$ cat src/rtl/gate_sweep_ctrl_pkg.sv
// Shared definitions for the gate sweep self-test controller: state encoding,
// vector count and the per-vector pass/fail rule of the NOR/OR pair.
package gate_sweep_ctrl_pkg;

    typedef enum logic [1:0] {
        ST_IDLE  = 2'd0,
        ST_DRIVE = 2'd1,
        ST_DONE  = 2'd2
    } state_e;

    localparam int VEC_COUNT = 4;

    // A vector fails when either gate output disagrees with the driven inputs.
    function automatic logic vec_fail(input logic a, input logic b,
                                      input logic y_nor, input logic y_or);
        logic any;
        any = a | b;
        return (y_nor != ~any) || (y_or != any);
    endfunction

endpackage

$ cat src/rtl/gate_sweep_ctrl.sv
// Self-test sequencer for a 2-input NOR/OR pair: walks (a,b) through 00..11,
// holds each vector HOLD_CYCLES cycles, compares at the end of the hold.
module gate_sweep_ctrl
    import gate_sweep_ctrl_pkg::*;
#(
    parameter int HOLD_CYCLES = 4,
    parameter int ERR_W       = 4
) (
    input  logic             clk,
    input  logic             rst_n,
    input  logic             start,
    output logic             busy,
    output logic             done,
    output logic             a_drv,
    output logic             b_drv,
    output logic [1:0]       vec_idx,
    input  logic             y_nor_in,
    input  logic             y_or_in,
    output logic [ERR_W-1:0] err_cnt,
    output logic             pass
);

    localparam int               HC_W      = (HOLD_CYCLES > 1) ? $clog2(HOLD_CYCLES) : 1;
    localparam logic [HC_W-1:0]  HOLD_LAST = HC_W'(HOLD_CYCLES - 1);
    localparam logic [ERR_W-1:0] ERR_MAX   = '1;
    localparam logic [1:0]       VEC_LAST  = 2'(VEC_COUNT - 1);

    state_e            state_q, state_d;
    logic [HC_W-1:0]   hold_cnt_q, hold_cnt_d;
    logic [1:0]        vec_idx_q, vec_idx_d;
    logic              a_drv_q, a_drv_d;
    logic              b_drv_q, b_drv_d;
    logic [ERR_W-1:0]  err_cnt_q, err_cnt_d;
    logic              pass_q, pass_d;

    logic cmp_cycle;
    logic last_vec;
    logic vec_bad;

    assign cmp_cycle = (state_q == ST_DRIVE) && (hold_cnt_q == HOLD_LAST);
    assign last_vec  = (vec_idx_q == VEC_LAST);
    assign vec_bad   = vec_fail(a_drv_q, b_drv_q, y_nor_in, y_or_in);

    always_ff @(posedge clk or negedge rst_n) begin
        if (!rst_n) begin
            state_q    <= ST_IDLE;
            hold_cnt_q <= '0;
            vec_idx_q  <= '0;
            a_drv_q    <= 1'b0;
            b_drv_q    <= 1'b0;
            err_cnt_q  <= '0;
            pass_q     <= 1'b0;
        end else begin
            state_q    <= state_d;
            hold_cnt_q <= hold_cnt_d;
            vec_idx_q  <= vec_idx_d;
            a_drv_q    <= a_drv_d;
            b_drv_q    <= b_drv_d;
            err_cnt_q  <= err_cnt_d;
            pass_q     <= pass_d;
        end
    end

    always_comb begin
        state_d = state_q;
        case (state_q)
            ST_IDLE:  if (start) state_d = ST_DRIVE;
            ST_DRIVE: if (cmp_cycle && last_vec) state_d = ST_DONE;
            ST_DONE:  state_d = ST_IDLE;
            default:  state_d = ST_IDLE;
        endcase
    end

    // Datapath next-state. pass is resolved on the final compare edge so it
    // already reflects vector 3 while done is high.
    always_comb begin
        hold_cnt_d = hold_cnt_q;
        vec_idx_d  = vec_idx_q;
        err_cnt_d  = err_cnt_q;
        pass_d     = pass_q;
        case (state_q)
            ST_IDLE: begin
                if (start) begin
                    hold_cnt_d = '0;
                    vec_idx_d  = '0;
                    err_cnt_d  = '0;
                end
            end
            ST_DRIVE: begin
                if (cmp_cycle) begin
                    hold_cnt_d = '0;
                    if (vec_bad && (err_cnt_q != ERR_MAX))
                        err_cnt_d = err_cnt_q + ERR_W'(1);
                    if (!last_vec)
                        vec_idx_d = vec_idx_q + 2'd1;
                    else
                        pass_d = (err_cnt_d == '0);
                end else begin
                    hold_cnt_d = hold_cnt_q + HC_W'(1);
                end
            end
            default: ;
        endcase
        a_drv_d = vec_idx_d[1];
        b_drv_d = vec_idx_d[0];
    end

    always_comb begin
        busy = 1'b0;
        done = 1'b0;
        case (state_q)
            ST_DRIVE: busy = 1'b1;
            ST_DONE:  done = 1'b1;
            default:  ;
        endcase
    end

    assign a_drv   = a_drv_q;
    assign b_drv   = b_drv_q;
    assign vec_idx = vec_idx_q;
    assign err_cnt = err_cnt_q;
    assign pass    = pass_q;

endmodule

$ cat config.mk
export PLATFORM = sky130hd
export DESIGN_NAME = gate_sweep_ctrl
export DESIGN_NICKNAME = d
export VERILOG_FILES = /design/src/rtl/gate_sweep_ctrl_pkg.sv /design/src/rtl/gate_sweep_ctrl.sv
export SDC_FILE = /design/constraint.sdc
export NUM_CORES = 1
export LEC_CHECK = 0
export ABC_AREA = 0
export CAP_MARGIN = 0
export CORE_AREA = 4 4 41 43
export DETAILED_ROUTE_END_ITERATION = 12
export DIE_AREA = 0 0 45 47
export PLACE_DENSITY = 0.8
export SYNTH_ARGS = -nofsm -noshare
export SYNTH_HDL_FRONTEND = slang
export SYNTH_SLANG_ARGS = --single-unit
$ cat constraint.sdc
create_clock -name clk -period 2.86 [get_ports clk]
set_input_delay 0.429 -clock clk [delete_from_list [all_inputs] [get_ports clk]]
set_output_delay 0.429 -clock clk [all_outputs]
set_load 0.1 [all_outputs]
; ---- Yosys cells after proc, flatten, opt, wreduce, memory -nomap -nowiden
; Cells that the tools add are included.
; Widths: inputs -> output; s select.
[op_classes]
mux = 18
eq_ne = 10
addsub = 3
bitwise_logic = 2
reduce_logical = 11
[op_table]
columns = op, n
row1 = $mux 4, 5
row2 = $mux 2, 7
row3 = $pmux 2 s2, 3
row4 = $pmux 4 s2, 1
row5 = $eq 2x2->1 const B, 3
row6 = $reduce_and 3->1, 2
row7 = $add 2x1->2 const B, 2
row8 = $add 4x1->4 const B, 1
row9 = $logic_not 4->1, 1
row10 = $ne 2x2->1 const B, 2
row11 = $ne 4x4->1 const B, 1
row12 = $reduce_and 2->1, 2
row13 = $logic_and 1x1->1, 3
row14 = $eq 2x1->1 const B, 1
row15 = $logic_not 2->1, 1
row16 = $mux 1, 2
row17 = $ne 1x1->1, 2
row18 = $ne 2x1->1 const B, 1
row19 = $reduce_bool 2->1, 1
row20 = $logic_or 1x1->1, 1
row21 = $not 1->1, 1
row22 = $or 1x1->1, 1
[word_totals]
ff_bits = 13
in_bits = 5
wordCells = 51
out_inout_bits = 11

; ---- Logic depth before layout (Yosys ltp)
[logic_depth]
depth_word = 10
depth_mapped = 5
ltp_nobuf = 5

; ---- Worst setup path after synthesis
; OpenSTA, ideal clock, no wires.
[synth_path]
kind = register -> register
startpoint = register state_q[0]
endpoint = register pass_q (netlist: pass)
path_slack_ns = 0.633
n_path_buf = 1
path_stages_with_launch = 5
setup_ns = 0.106
period_less_slack_ns = 2.227
t_required_ns = 2.754
arrival_time_ns = 2.121
path_cell_list = dfrtp_1 nor2b_1 clkbuf_1 nand4_1 o41ai_2
[synth_via]
elab_chain_len = 3
[synth_rtl]
columns = element, line_no
row1 = from (decl), gate_sweep_ctrl.sv:28  ; state_e state_q, state_d;
row2 = from (signal assigned), gate_sweep_ctrl.sv:54  ; state_q <= state_d;
row3 = $eq 2x1->1 *, "gate_sweep_ctrl.sv:40, gate_sweep_ctrl.sv:81"
row4 = $logic_and 1x1->1, gate_sweep_ctrl.sv:40  ; assign cmp_cycle = (state_q == ST_DRIVE) && (hold_cnt_q == HOLD_LAST);
row5 = $reduce_and 3->1 (no line) *, --
row6 = to (signal assigned), gate_sweep_ctrl.sv:60  ; pass_q <= pass_d;
row7 = to (decl), gate_sweep_ctrl.sv:34  ; logic pass_q, pass_d;
; Every way passes the cells marked *; elsewhere a longest branch is shown, timed or not.
; A chain may end at the register's enable or synchronous reset.

; ---- Final worst setup path
[layout_path]
startpoint = register state_q[0]
endpoint = output port busy
[layout_via]
elab_chain_len = 2
[layout_rtl]
columns = element, line_no
row1 = $eq 2x1->1, gate_sweep_ctrl.sv:111  ; case (state_q)
row2 = $mux 1, gate_sweep_ctrl.sv:111
row3 = to (decl), gate_sweep_ctrl.sv:12  ; output logic busy,
; Every way passes these cells.

==> flow_summary_export.csv <==
group,metric,value,unit
floorplan,rows,13,
drt,wl,1.37,mm
setup_path,cp.required,2.43,ns
drt,wl_per_cell,14.6,µm
synth,synth_ff_type,"dfrtp_1",
floorplan,die_area,2120,µm²
clock_network,cts_tree,"done",
clock_network,postCtsSetupBuffers,0,
drt,drcViolationCount,0,
timing,fin_skew,0.00132,ns
place,dp_slack,0.840,ns
drt,route.vias.total,560,
timing,timing_hold_violations_final,0,
timing,slew_violations,0,
clock_network,clk_latency,0.27,ns
drt,top_layer_used,"met4",
setup_path,crit_family,"flip-flops",
final_layout,drive_gt1_frac,0.228,
drt,wl_met1,621,µm
setup_path,critPathKind,"register to output pin",
clock_network,root_buffer,"clkbuf_4",
global_routing,antenna_found_initial,0,
final_layout,multi_input_area,322,µm²
global_routing,gr-total-overflow,0,
final_layout,diodes,0,
global_routing,track_usage,0.145,
clock_network,cts_buffer_depth,2,
clock_network,cts_buffers,3,
synth,ys_top_cells_by_area,"dfrtp_1 (44%), mux2i_1 (4.8%), nor2_1 (4.8%)",
timing,finalSetupViolations,0,
synth,yosys_warnings,0,
drt,drtIter0Drc,2,
synth,synth_seq_cells,11,
setup_path,arrival,1.56,ns
place,port_buffers,15,
setup_path,cp_max_fo,7,
clock_network,cts_sinks,11,
clock_network,clk_pin_slew_worst_paths,0.07,ns
setup_path,worstReg2RegEnd,"err_cnt[0]$_DFFE_PN0P_",
setup_path,cpMaxStageDelayCell,"dfrtp_1",
drt,met3WireLength,84,µm
timing,max_slew.worst_pin.slew,0.494,ns
synth,yosys.area.top_type,"dfrtp_1",
setup_path,ff2ff_path_depth,5,
setup_path,worstReg2RegStart,"err_cnt[0]$_DFFE_PN0P_",
final_layout,synthToLayoutAreaGrowth,23.8,%
setup_path,cp_cell_sequence,"nor2b_1, buf_4",
timing,fin_ws,0.871,ns
drt,wl_met2,614,µm
final_layout,num-fill-cells,119,
timing,fmax,0.503,GHz
synth,synth_top_area_share,0.439,
floorplan,start_util,0.482,
synth,synth_enable_flop_cells,0,
synth,yosysUniqueCellTypes,27,
status,outcome,"finished, final reports clean",
global_routing,grt_max_degree,12,
synth,netlist_area,627,µm²
synth,synth.most_common_cell,"dfrtp_1",
setup_path,ff2ff_setup_slack,1.16,ns
floorplan,die_w,45,µm
timing,fin_crit,1.99,ns
timing,rsz0062_at_grt,"false",
clock_network,htreeDepth,1,
place,gp_congestion,0.750,
clock_network,hold_buffers,0,
timing,finalSetupTns,0,ns
synth,synth_fp_nets,70,
run,maxCapViolCount,0,
setup_path,path_buf_inv,1,
global_routing,grt_pass1_wl,2.09,mm
floorplan,pin_count,16,
synth,seq_area_frac_synth,0.439,
synth,synth_cells,63,
drt,ant_nets,0,
floorplan,design.core.area,1300,µm²
synth,async_flop_share,1.00,
floorplan,fp.dieH,47,µm
place,hpwl,1.03,mm
drt,drtPass1Iterations,4,
timing,min_period_over_period,0.696,
global_routing,grt_pass1_vias,472,
timing,max_slew_margin,0.670,
min_path,hp-class,"primary input to async pin",
synth,syn_area_per_cell,9.95,µm²
final_layout,layout.nets,87,
setup_path,cp-end-kind,"output pin",
setup_path,startpoint_type,"register",
synth,synthTopCellsByCount,"dfrtp_1 (11), nor2_1 (8), o21ai_0 (4)",
setup_path,cp_slowest_stage_delay,0.45,ns
clock_network,cts_resized,0,
drt,viasPerCell,5.96,
final_layout,register_area,275,µm²
layout by cell type, fill, tap and decap left out, types with 2 or more instances in the layout:
cell,netlist,final
clkdlybuf4s50_1,0,4
ha_1,2,2
o21ai_0,4,4
clkbuf_4,0,3
nor2b_1,3,3
buf_4,2,11
a21oi_1,2,2
nand3_1,2,2
dfrtp_1,11,11
mux2i_1,3,3
nand2b_1,2,2
inv_1,3,3
nor2_1,8,8
a22o_1,3,3
o311ai_0,2,2
nand2_1,3,3
worst max path at each step:
stage / cells after the start / slack (ns) / startpoint / end
floorplan: 4 / 0.63 / state_q[0]$_DFFE_PN0P_ / pass$_DFFE_PN0P_
global placement: 5 / 0.84 / y_nor_in / pass$_DFFE_PN0P_
detailed placement: 5 / 0.84 / y_nor_in / pass$_DFFE_PN0P_
CTS: 2 / 0.92 / state_q[0]$_DFFE_PN0P_ / busy
global route: 2 / 0.87 / state_q[0]$_DFFE_PN0P_ / busy
finish: 2 / 0.87 / state_q[0]$_DFFE_PN0P_ / busy
cell families (layout without fill, tap and decap cells):
kind of cell	count (synthesis)	after routing	share of synthesized area
muxes	4	4	0.0659
adders and majority gates	2	2	0.0399
AOI/OAI and AO/OA	19	19	0.236
buffers and inverters	6	22	0.0479
and+or+nand+nor	21	21	0.172
DFF	11	11	0.439
through the flow:
step	util	hold slack (ns)	instances	area [µm²]
after floorplan	-	0.133	63	627
after global placement	0.576	0.471	90	749
after detailed placement	0.576	0.483	90	749
after CTS	0.596	0.499	94	776
after global routing	0.596	0.520	94	776
final	0.596	0.483	94	776
layer usage:
layer  vias to the layer above  global-route usage
li1                        270                   -
met1                       267               0.177
met2                        18               0.215
met3                         5              0.0230
met4                         0               0.140
met5                         -                   0
final cells by class:
type | count | area share
repair buffers | 15 | 0.158
flip-flops and latches | 11 | 0.355
multi-input cells | 46 | 0.415
well taps | 15 | 0.0242
inverters | 3 | 0.0145
clock buffers | 4 | 0.0339
Power is not shown: default switching activity piles up to over one toggle a cycle in this logic, so the estimate is an artifact.
